## src/rtl/cpu_pkg.sv

```systemverilog
// Shared CPU definitions: datapath widths, ALU op codes and operand-select encodings.
package cpu_pkg;

  localparam int XLEN      = 32;
  localparam int REG_IDX_W = 5;

  localparam logic [3:0] ALU_OP_ADD  = 4'b0000;
  localparam logic [3:0] ALU_OP_SUB  = 4'b0001;
  // The ALU drives 0 for this op, so a bubble never produces a stray result.
  localparam logic [3:0] ALU_OP_ZERO = 4'b1111;

  typedef enum logic {
    SRC1_RS1 = 1'b0,
    SRC1_PC  = 1'b1
  } src1_sel_e;

  typedef enum logic {
    SRC2_RS2 = 1'b0,
    SRC2_IMM = 1'b1
  } src2_sel_e;

endpackage

```

## src/rtl/id_ex_operand_stage_fwd_select.sv

```systemverilog
// Combinational priority forward mux for one source register.
// EX/MEM beats MEM/WB beats register file; index 0 always reads as 0.
// With ID_EX_FORWARDING_EN undefined the forward sources are ignored.
module fwd_select #(
  parameter int XLEN      = 32,
  parameter int REG_IDX_W = 5
) (
  input  logic [REG_IDX_W-1:0] idx,
  input  logic [XLEN-1:0]      rf_data,
  input  logic                 exmem_reg_write,
  input  logic [REG_IDX_W-1:0] exmem_rd,
  input  logic [XLEN-1:0]      exmem_result,
  input  logic                 memwb_reg_write,
  input  logic [REG_IDX_W-1:0] memwb_rd,
  input  logic [XLEN-1:0]      memwb_result,
  output logic [XLEN-1:0]      value
);

  // Resolve the newest producer of idx, falling back to the register file.
  always_comb begin
    value = rf_data;
`ifdef ID_EX_FORWARDING_EN
    if (exmem_reg_write && (exmem_rd == idx)) begin
      value = exmem_result;
    end else if (memwb_reg_write && (memwb_rd == idx)) begin
      value = memwb_result;
    end
`endif
    if (idx == '0) begin
      value = '0;
    end
  end

`ifndef ID_EX_FORWARDING_EN
  logic unused_fwd;
  assign unused_fwd = ^{exmem_reg_write, exmem_rd, exmem_result,
                        memwb_reg_write, memwb_rd, memwb_result};
`endif

endmodule

```

## src/rtl/id_ex_operand_stage.sv

```systemverilog
// ID/EX pipeline register with operand selection and RAW forwarding.
// Optional feature macro: ID_EX_FORWARDING_EN (forwarding + stall refresh).
// While stalled, the two fwd_select instances are pointed at the held
// indices and held operand values, so a late-arriving producer refreshes
// the stale operand without a second mux pair.
module id_ex_operand_stage #(
  parameter int XLEN      = cpu_pkg::XLEN,
  parameter int REG_IDX_W = cpu_pkg::REG_IDX_W
) (
  input  logic                 clk,
  input  logic                 reset,
  input  logic                 in_valid,
  input  logic                 stall,
  input  logic                 flush,
  input  logic [REG_IDX_W-1:0] rs1_idx,
  input  logic [REG_IDX_W-1:0] rs2_idx,
  input  logic [REG_IDX_W-1:0] rd_idx,
  input  logic [XLEN-1:0]      rs1_data,
  input  logic [XLEN-1:0]      rs2_data,
  input  logic [XLEN-1:0]      imm,
  input  logic [XLEN-1:0]      pc,
  input  logic                 src1_sel,
  input  logic                 src2_sel,
  input  logic [3:0]           alu_op_in,
  input  logic                 reg_write_in,
  input  logic                 is_branch_in,
  input  logic                 exmem_reg_write,
  input  logic [REG_IDX_W-1:0] exmem_rd,
  input  logic [XLEN-1:0]      exmem_result,
  input  logic                 memwb_reg_write,
  input  logic [REG_IDX_W-1:0] memwb_rd,
  input  logic [XLEN-1:0]      memwb_result,
  output logic                 out_valid,
  output logic [XLEN-1:0]      alu_in_1,
  output logic [XLEN-1:0]      alu_in_2,
  output logic [3:0]           alu_op,
  output logic [XLEN-1:0]      store_data,
  output logic [REG_IDX_W-1:0] rd_idx_out,
  output logic                 reg_write_out,
  output logic                 is_branch_out,
  output logic [XLEN-1:0]      pc_out
);

  import cpu_pkg::*;

  logic                 valid_q,      valid_d;
  logic [XLEN-1:0]      alu_in_1_q,   alu_in_1_d;
  logic [XLEN-1:0]      alu_in_2_q,   alu_in_2_d;
  logic [3:0]           alu_op_q,     alu_op_d;
  logic [XLEN-1:0]      store_data_q, store_data_d;
  logic [REG_IDX_W-1:0] rd_idx_q,     rd_idx_d;
  logic                 reg_write_q,  reg_write_d;
  logic                 is_branch_q,  is_branch_d;
  logic [XLEN-1:0]      pc_q,         pc_d;
  logic [REG_IDX_W-1:0] rs1_idx_q,    rs1_idx_d;
  logic [REG_IDX_W-1:0] rs2_idx_q,    rs2_idx_d;
  logic                 src1_sel_q,   src1_sel_d;
  logic                 src2_sel_q,   src2_sel_d;

  logic [REG_IDX_W-1:0] fwd_rs1_idx, fwd_rs2_idx;
  logic [XLEN-1:0]      fwd_rs1_base, fwd_rs2_base;
  logic [XLEN-1:0]      fwd_rs1, fwd_rs2;

  // Capture looks at ID; a stall looks at what is already held.
  always_comb begin
    fwd_rs1_idx  = stall ? rs1_idx_q    : rs1_idx;
    fwd_rs2_idx  = stall ? rs2_idx_q    : rs2_idx;
    fwd_rs1_base = stall ? alu_in_1_q   : rs1_data;
    fwd_rs2_base = stall ? store_data_q : rs2_data;
  end

  fwd_select #(.XLEN(XLEN), .REG_IDX_W(REG_IDX_W)) u_fwd_rs1 (
    .idx             (fwd_rs1_idx),
    .rf_data         (fwd_rs1_base),
    .exmem_reg_write (exmem_reg_write),
    .exmem_rd        (exmem_rd),
    .exmem_result    (exmem_result),
    .memwb_reg_write (memwb_reg_write),
    .memwb_rd        (memwb_rd),
    .memwb_result    (memwb_result),
    .value           (fwd_rs1)
  );

  fwd_select #(.XLEN(XLEN), .REG_IDX_W(REG_IDX_W)) u_fwd_rs2 (
    .idx             (fwd_rs2_idx),
    .rf_data         (fwd_rs2_base),
    .exmem_reg_write (exmem_reg_write),
    .exmem_rd        (exmem_rd),
    .exmem_result    (exmem_result),
    .memwb_reg_write (memwb_reg_write),
    .memwb_rd        (memwb_rd),
    .memwb_result    (memwb_result),
    .value           (fwd_rs2)
  );

  // Next-state: flush/empty-capture load a bubble, stall holds (with refresh), else capture.
  always_comb begin
    valid_d      = valid_q;
    alu_in_1_d   = alu_in_1_q;
    alu_in_2_d   = alu_in_2_q;
    alu_op_d     = alu_op_q;
    store_data_d = store_data_q;
    rd_idx_d     = rd_idx_q;
    reg_write_d  = reg_write_q;
    is_branch_d  = is_branch_q;
    pc_d         = pc_q;
    rs1_idx_d    = rs1_idx_q;
    rs2_idx_d    = rs2_idx_q;
    src1_sel_d   = src1_sel_q;
    src2_sel_d   = src2_sel_q;

    if (flush || (!stall && !in_valid)) begin
      valid_d      = 1'b0;
      alu_in_1_d   = '0;
      alu_in_2_d   = '0;
      alu_op_d     = ALU_OP_ZERO;
      store_data_d = '0;
      rd_idx_d     = '0;
      reg_write_d  = 1'b0;
      is_branch_d  = 1'b0;
      pc_d         = '0;
      rs1_idx_d    = '0;
      rs2_idx_d    = '0;
      src1_sel_d   = SRC1_RS1;
      src2_sel_d   = SRC2_RS2;
    end else if (stall) begin
`ifdef ID_EX_FORWARDING_EN
      if (valid_q) begin
        if (src1_sel_q == SRC1_RS1) alu_in_1_d = fwd_rs1;
        if (src2_sel_q == SRC2_RS2) alu_in_2_d = fwd_rs2;
        store_data_d = fwd_rs2;
      end
`endif
    end else begin
      valid_d      = 1'b1;
      alu_in_1_d   = (src1_sel == SRC1_PC)  ? pc  : fwd_rs1;
      alu_in_2_d   = (src2_sel == SRC2_IMM) ? imm : fwd_rs2;
      alu_op_d     = alu_op_in;
      store_data_d = fwd_rs2;
      rd_idx_d     = rd_idx;
      reg_write_d  = reg_write_in;
      is_branch_d  = is_branch_in;
      pc_d         = pc;
      rs1_idx_d    = rs1_idx;
      rs2_idx_d    = rs2_idx;
      src1_sel_d   = src1_sel;
      src2_sel_d   = src2_sel;
    end
  end

  // Stage register with synchronous reset to a bubble.
  always_ff @(posedge clk) begin
    if (reset) begin
      valid_q      <= 1'b0;
      alu_in_1_q   <= '0;
      alu_in_2_q   <= '0;
      alu_op_q     <= ALU_OP_ZERO;
      store_data_q <= '0;
      rd_idx_q     <= '0;
      reg_write_q  <= 1'b0;
      is_branch_q  <= 1'b0;
      pc_q         <= '0;
      rs1_idx_q    <= '0;
      rs2_idx_q    <= '0;
      src1_sel_q   <= SRC1_RS1;
      src2_sel_q   <= SRC2_RS2;
    end else begin
      valid_q      <= valid_d;
      alu_in_1_q   <= alu_in_1_d;
      alu_in_2_q   <= alu_in_2_d;
      alu_op_q     <= alu_op_d;
      store_data_q <= store_data_d;
      rd_idx_q     <= rd_idx_d;
      reg_write_q  <= reg_write_d;
      is_branch_q  <= is_branch_d;
      pc_q         <= pc_d;
      rs1_idx_q    <= rs1_idx_d;
      rs2_idx_q    <= rs2_idx_d;
      src1_sel_q   <= src1_sel_d;
      src2_sel_q   <= src2_sel_d;
    end
  end

`ifndef ID_EX_FORWARDING_EN
  logic unused_sel;
  assign unused_sel = ^{src1_sel_q, src2_sel_q};
`endif

  assign out_valid     = valid_q;
  assign alu_in_1      = alu_in_1_q;
  assign alu_in_2      = alu_in_2_q;
  assign alu_op        = alu_op_q;
  assign store_data    = store_data_q;
  assign rd_idx_out    = rd_idx_q;
  assign reg_write_out = reg_write_q;
  assign is_branch_out = is_branch_q;
  assign pc_out        = pc_q;

endmodule
```

## config.mk

```make
export PLATFORM = sky130hd
export DESIGN_NAME = id_ex_operand_stage
export DESIGN_NICKNAME = d
export VERILOG_FILES = /design/src/rtl/cpu_pkg.sv /design/src/rtl/id_ex_operand_stage_fwd_select.sv /design/src/rtl/id_ex_operand_stage.sv
export SDC_FILE = /design/constraint.sdc
export NUM_CORES = 1
export LEC_CHECK = 0
export CAP_MARGIN = 25
export CORE_AREA = 2 2 144 146
export DETAILED_ROUTE_END_ITERATION = 8
export DIE_AREA = 0 0 146 148
export PLACE_DENSITY = 0.72
export SLEW_MARGIN = 20
export SYNTH_ARGS = -nofsm -noshare
export SYNTH_HDL_FRONTEND = slang
export SYNTH_SLANG_ARGS = --single-unit
```

## constraint.sdc

```tcl
create_clock -name clk -period 3.84 [get_ports clk]
set_input_delay 0.384 -clock clk [delete_from_list [all_inputs] [get_ports clk]]
set_output_delay 0.384 -clock clk [all_outputs]
set_load 0.005 [all_outputs]
```

==> results.py, run 1 <==
metrics = {
    "power": {
        "internal_power_mw": 3.00,
        "swShare_pct": 23.1,
        "p_leak_nw": 3.44,
        "p_clk_share_pct": 47.5,
        "cellPowerDensity_nw_per_um2": 411,
        "p_comb_share_pct": 12.4,
        "sequentialPowerShare_pct": 40.1,
        "p_sw_uw": 901,
        "ir_worst_vdd_mv": 0.282,
    },
    "logic_synthesis": {
        "yosys_warnings": 0,
        "netlist.area_leader.share_pct": 50.7,
        "syn_inst": 560,
        "synthSimpleGateAreaFrac_pct": 10.9,
        "synth_fa_ha_area_share_pct": 0,
        "yosys-top-cells-area": "dfxtp_1 51%, mux2i_1 7.3%, o32ai_1 6.9%, a22oi_1 6.6%, a22o_1 4.9%",
        "synthXorXnorAreaFrac_pct": 0,
        "syn-num-nets": 792,
        "synth_area_um2": 5730,
        "ys_seq_area_share_pct": 50.7,
        "synthMuxAreaShare_pct": 7.34,
        "yosysUniqueCellTypes": 29,
        "synth_top_cell_by_area": "dfxtp_1",
        "synth_compound_area_share_pct": 24.8,
        "synth_top_family_by_area": "compound AO/OA/AOI/OAI gates",
        "syn_avg_cell_area_um2": 10.2,
        "ys_ff_latch": 145,
    },
    "timing": {
        "rsz0062_at_grt": "false",
        "setup_viol": 0,
        "fin_skew_ns": 0.00950,
        "slew_violations": 0,
        "finalHoldViolCount": 0,
        "setup_tns_ns": 0,
        "post-route-period-util_pct": 51.6,
        "fmax_mhz": 504,
        "slew_headroom_pct": 46.7,
        "worst_pin_slew_ns": 0.800,
        "timing.hold.ws_ns": 0.448,
        "period_minus_slack_ns": 1.98,
    },
    "routing": {
        "antenna_left": 0,
        "dr.pass1.iters": 4,
        "wire_per_inst_um": 17.4,
        "drt-total-wl_um": 19300,
        "drc": 0,
        "vias_per_cell": 4.88,
        "vias": 5419,
        "drt_iter0_drc": 201,
    },
    "clocking": {
        "cts_sinks": 145,
        "cts_root_buf": "clkbuf_16",
        "postCtsHoldBufs": 0,
        "post-cts-setup-buffer-count": 0,
        "cts_resized": 0,
        "cts.clk_slew.worst_paths_ns": 0.06,
        "cts_tree": "done",
        "cts_max_path_buffers": 2,
        "cts_buffers": 17,
        "htree_levels": 4,
        "worstSkewPairLatency_ns": 0.41,
    },
    "grt": {
        "grt_pass1_vias": 5340,
        "grt_pass1_wl_um": 30000,
        "grt_max_degree": 62,
        "grt_antenna_before_repair": 0,
        "grt-ovfl-total": 0,
        "track_usage_pct": 17.5,
    },
    "placement": {
        "portBuffers": 295,
        "post-place-cells": 1079,
        "place_hpwl_um": 13500,
        "routabilityCongestion": 0.744,
    },
    "layout": {
        "instances_no_fill": 1111,
        "nNetsFinal": 1060,
        "area_growth_pct": 65.7,
        "final_layout_size_suffix_gt1_share_pct": 6.18,
        "fillers": 1954,
        "diodes": 0,
    },
    "floorplan": {
        "die-area_um2": 21600,
        "io_pins": 372,
        "start_util_pct": 28.6,
        "die_w_um": 146,
        "design.core.area_um2": 20000,
        "rows": 52,
        "die_h_um": 148,
    },
    "setup_path": {
        "critical_path.max_fanout": 20,
        "cp.required_ns": 4.10,
        "start_kind": "input pin",
        "rrSetupSlack_ns": 2.14,
        "cp_data_arrival_time_ns": 2.24,
        "crit_type": "in2reg",
        "end_kind": "flop",
    },
    "min_path": {
        "hold_path_class": "in2reg",
    },
    "run": {
        "cap_violations": 0,
    },
    "run_status": {
        "status": "finished, final reports clean",
    },
}
==> cell usage in the layout (no fill, tap or decap) <==
cell type          n
nor4b_4            1
clkinv_4           1
nand3_1            4
clkinv_2           1
buf_12             2
nand2b_1          32
clkbuf_16         17
nor2b_1           19
or4b_1             1
o21ai_1            1
mux2i_1           42
a22oi_1           50
nand3b_1           1
clkdlybuf4s50_1  294
a22o_1            32
or4_4              1
nor2b_2            1
and3b_1            1
clkbuf_1           1
bufinv_16          5
or2_2              1
and2_1             1
inv_6              2
inv_8              2
inv_1             14
o211ai_1          19
nor2_1            46
buf_6              1
dfxtp_1          145
clkinvlp_4         3
a21oi_1           40
nand2_4            1
nor3_4             1
o32ai_1           45
o21a_4             1
o21ai_2            1
or4_1              1
buf_4             10
==> sequential cells by signal, summed over array words and instances, names as in the netlist, 4 cells and up <==
register,cells
rd_idx_out,5
store_data,32
pc_out,32
alu_in_1,32
rs2_idx_q,5
alu_op,4
alu_in_2,32
==> per-layer routing <==
metal  up-vias  track usage, %  wire length, µm
met5         -               0                0
met3        12            6.94             1920
li1       2621               -                -
met1      2551            21.3             7930
met4         0            4.37              207
met2       235            29.1             9250
==> power groups by stage <==
stage	logic [mW]	registers [mW]	clock network [mW]
2_1_floorplan	0.192	1.60	0
3_3_place_gp	0.484	1.60	0
3_5_place_dp	0.486	1.60	0
4_1_cts	0.488	1.57	1.90
5_1_grt	0.521	1.57	1.97
6_report	0.483	1.57	1.85
==> final timing paths <==
| check | end | startpoint | cells past startpoint |
|---|---|---|---|
| max | alu_in_1[27] | rs1_idx[0] | 5 |
| min | pc_out[16] | stall | 3 |
| max reg2reg | alu_in_2[28] | rs2_idx_q[4] | 4 |
| min reg2reg | out_valid | out_valid | 2 |
==> per-stage QoR <==
step                      instance area, µm²  worst slack (ns)  util, %  power (mW)
after floorplan                         5730              2.24        -        1.79
after global placement                  8830              1.43     44.1        2.08
after detailed placement                8830              1.41     44.1        2.08
after CTS                               9490              1.85     47.4        3.96
after global routing                    9490              1.75     47.4        4.06
final                                   9490              1.86     47.4        3.90
==> kinds of logic after synthesis <==
logic type | after synthesis
AND/OR/NAND/NOR | 112
buffers and inverters | 72
multiplexers | 42
flip-flops | 145
AO/OA/AOI/OAI | 189
==> area by class of cell <==
| class | instances | area, µm² | share of cell area, % |
|---|---|---|---|
| clock buffers | 18 | 429 | 4.52 |
| clock inverters | 14 | 226 | 2.39 |
| inverters | 14 | 52.6 | 0.554 |
| multi-input cells | 343 | 2470 | 26.0 |
| flip-flops and latches | 145 | 2900 | 30.6 |
| well taps | 270 | 338 | 3.56 |
| repair buffers | 307 | 3070 | 32.3 |
==> synthesized netlist by cell type <==
cell type	n
or4_1	1
or4b_1	1
a21oi_1	40
a22oi_1	50
clkbuf_1	20
o211ai_1	19
or2_2	1
nand2b_1	32
a22o_1	32
dfxtp_1	145
nand3b_1	1
and2_1	1
nor3_4	1
buf_2	23
o21a_4	1
o32ai_1	45
and3b_1	1
nor2_1	46
nor2b_1	20
or4_4	1
o21ai_1	2
nor4b_4	1
inv_1	14
buf_1	1
buf_4	11
mux2i_1	42
nand2_2	1
nand3_1	4
buf_6	3
==> worst max-delay path: stages <==
cell             delay (ns)
clkdlybuf4s50_1        0.43
or4_1                  0.84
o21ai_1                0.24
buf_4                  0.24
o32ai_1                0.10
Power figures use the tool's default switching activity.
==> run 2, diff against run 1 <==
Settings changed: CORE_AREA 2 2 144 146 to 2 2 143 145, DIE_AREA 0 0 146 148 to 0 0 145 147, PLACE_DENSITY 0.72 to 0.75.
Clock period 3.84 ns to 1.77 ns, I/O delays scaled along.
==> run 2 against run 1 <==
Cell area up 1.3%. Critical path type is now reg2reg. Final cell count up 1.2%. Hold slack worse by 0.33 ns. Largest cell class unchanged.
==> results.py, run 2 (same netlist as run 1, synthesis figures left out) <==
metrics = {
    "setup_path": {
        "crit_type": "reg2reg",
        "critPathSlowestCell": "or4b_1",
        "startpoint": "rs2_idx_q[1]",
        "cp_data_arrival_time_ns": 1.82,
        "max_stage_delay_ns": 0.58,
        "critical_path.max_fanout": 32,
        "crit_chain": "or4b_1 > nor3_4 > buf_12 > o32ai_1",
        "cp.required_ns": 2.06,
        "end_kind": "flop",
        "rr_endpoint": "alu_in_2[16]",
        "start_kind": "flop",
        "rrSetupSlack_ns": 0.24,
        "reg2regPathDepth": 4,
        "reg2reg_from": "rs2_idx_q[1]",
    },
    "layout": {
        "instances_no_fill": 1124,
        "layout_common_cells": "294 x clkdlybuf4s50_1, 145 x dfxtp_1, 50 x a22oi_1, 46 x nor2_1, 45 x o32ai_1",
        "diodes": 0,
        "area_growth_pct": 68.0,
        "nNetsFinal": 1073,
        "fillers": 1844,
        "final_layout_size_suffix_gt1_share_pct": 7.61,
        "layout_commonest_cell": "clkdlybuf4s50_1",
    },
    "min_path": {
        "hold_start": "stall",
        "hold_depth": 3,
        "hold_path_class": "in2reg",
        "holdPathEnd": "rs2_idx_q[1]",
    },
    "placement": {
        "post-place-cells": 1092,
        "portBuffers": 295,
        "dp_slack_ns": -0.180,
        "place_hpwl_um": 13600,
        "routabilityCongestion": 0.784,
    },
    "clocking": {
        "cts_buffers": 17,
        "cts_resized": 0,
        "cts_max_path_buffers": 2,
        "cts.clk_slew.worst_paths_ns": 0.06,
        "cts_sinks": 145,
        "post-cts-setup-buffer-count": 0,
        "cts_root_buf": "clkbuf_16",
        "cts_tree": "done",
        "worstSkewPairLatency_ns": 0.41,
        "postCtsHoldBufs": 0,
        "htree_levels": 4,
    },
    "timing": {
        "post-route-period-util_pct": 86.4,
        "fin_skew_ns": 0.00562,
        "period_minus_slack_ns": 1.53,
        "rsz0062_at_grt": "false",
        "setup_viol": 0,
        "final.setup.worst_slack_ns": 0.240,
        "worst_pin_slew_ns": 0.449,
        "fmax_mhz": 654,
        "finalHoldViolCount": 0,
        "slew_headroom_pct": 70.1,
        "setup_tns_ns": 0,
        "slew_violations": 0,
    },
    "grt": {
        "grt_pass1_wl_um": 30100,
        "grt_pass1_vias": 5657,
        "grt-ovfl-total": 0,
        "grt_antenna_before_repair": 0,
        "grt_max_degree": 60,
        "track_usage_pct": 17.6,
    },
    "power": {
        "ir_worst_vdd_mv": 0.602,
        "p_leak_nw": 3.51,
        "fin_total_pwr_mw": 8.07,
        "cellPowerDensity_nw_per_um2": 839,
    },
    "routing": {
        "vias": 5455,
        "antenna_left": 0,
        "drt_iter0_drc": 184,
        "wire_per_inst_um": 17.1,
        "drt-total-wl_um": 19200,
        "dr.pass1.iters": 4,
        "vias_per_cell": 4.85,
        "drc": 0,
    },
    "floorplan": {
        "die_h_um": 147,
        "die_w_um": 145,
        "rows": 52,
        "design.core.area_um2": 19800,
        "start_util_pct": 28.9,
        "die-area_um2": 21300,
        "io_pins": 372,
    },
    "run_status": {
        "status": "finished, final reports clean",
    },
    "run": {
        "cap_violations": 0,
    },
}
-- run 2: changes by cell type in the layout (fill, tap and decap cells not counted), sizes merged --
cell	previous run	this run
buf	13	26
bufinv	5	2
clkinv	2	5
-- run 2: how the worst max path moves through the flow --
stage,end,depth (start not counted)
global placement,store_data[27],4
finish,alu_in_2[16],4
floorplan,alu_in_2[10],4
detailed placement,store_data[21],4
global route,alu_in_2[17],4
CTS,alu_op[1],1
-- run 2: power by group --
| part | switching [mW] | internal, mW |
|---|---|---|
| clock | 1.48 | 2.10 |
| sequential | 0.0464 | 3.35 |
| combinational | 0.435 | 0.661 |
| total | 1.96 | 6.11 |
-- run 2: final cells by class --
cell class / instances / area [µm²] / share of cell area, %
tap: 270 / 338 / 3.51
sequential: 145 / 2900 / 30.2
timing repair buffer: 320 / 3270 / 34.0
clock inverter: 14 / 156 / 1.63
multi-input combinational: 343 / 2470 / 25.7
inverter: 14 / 52.6 / 0.546
clock buffer: 18 / 429 / 4.46
-- run 2: critical path: cells and delay by family (launching register included) --
| family | cells | cell delay (ns) |
|---|---|---|
| AND/OR/NAND/NOR | 2 | 0.75 |
| flip-flops | 1 | 0.32 |
| AO/OA/AOI/OAI | 1 | 0.11 |
| buffers and inverters | 1 | 0.21 |
-- run 2: metal layers --
metal  up-vias  share of wire, %  global-route usage (%)
met1      2544                41                    20.6
met4         0               1.8                    5.59
met5         -                 0                       0
li1       2645                 -                       -
met3        19               9.8                    6.61
met2       247                48                    29.9
-- run 2: stage by stage --
stage	utilization (%)	hold WS, ns	instance area [µm²]
5_1_grt	48.5	0.111	9620
3_3_place_gp	45.5	0.444	9030
6_report	48.5	0.115	9620
4_1_cts	48.5	0.0944	9620
2_1_floorplan	-	0.310	5730
3_5_place_dp	45.5	0.443	9030
==> run 3, diff against run 2 <==
Settings changed: TNS_END_PERCENT set to 10.
==> results of run 3 <==
Final layout, timing and power as in run 2 (identical DEF).
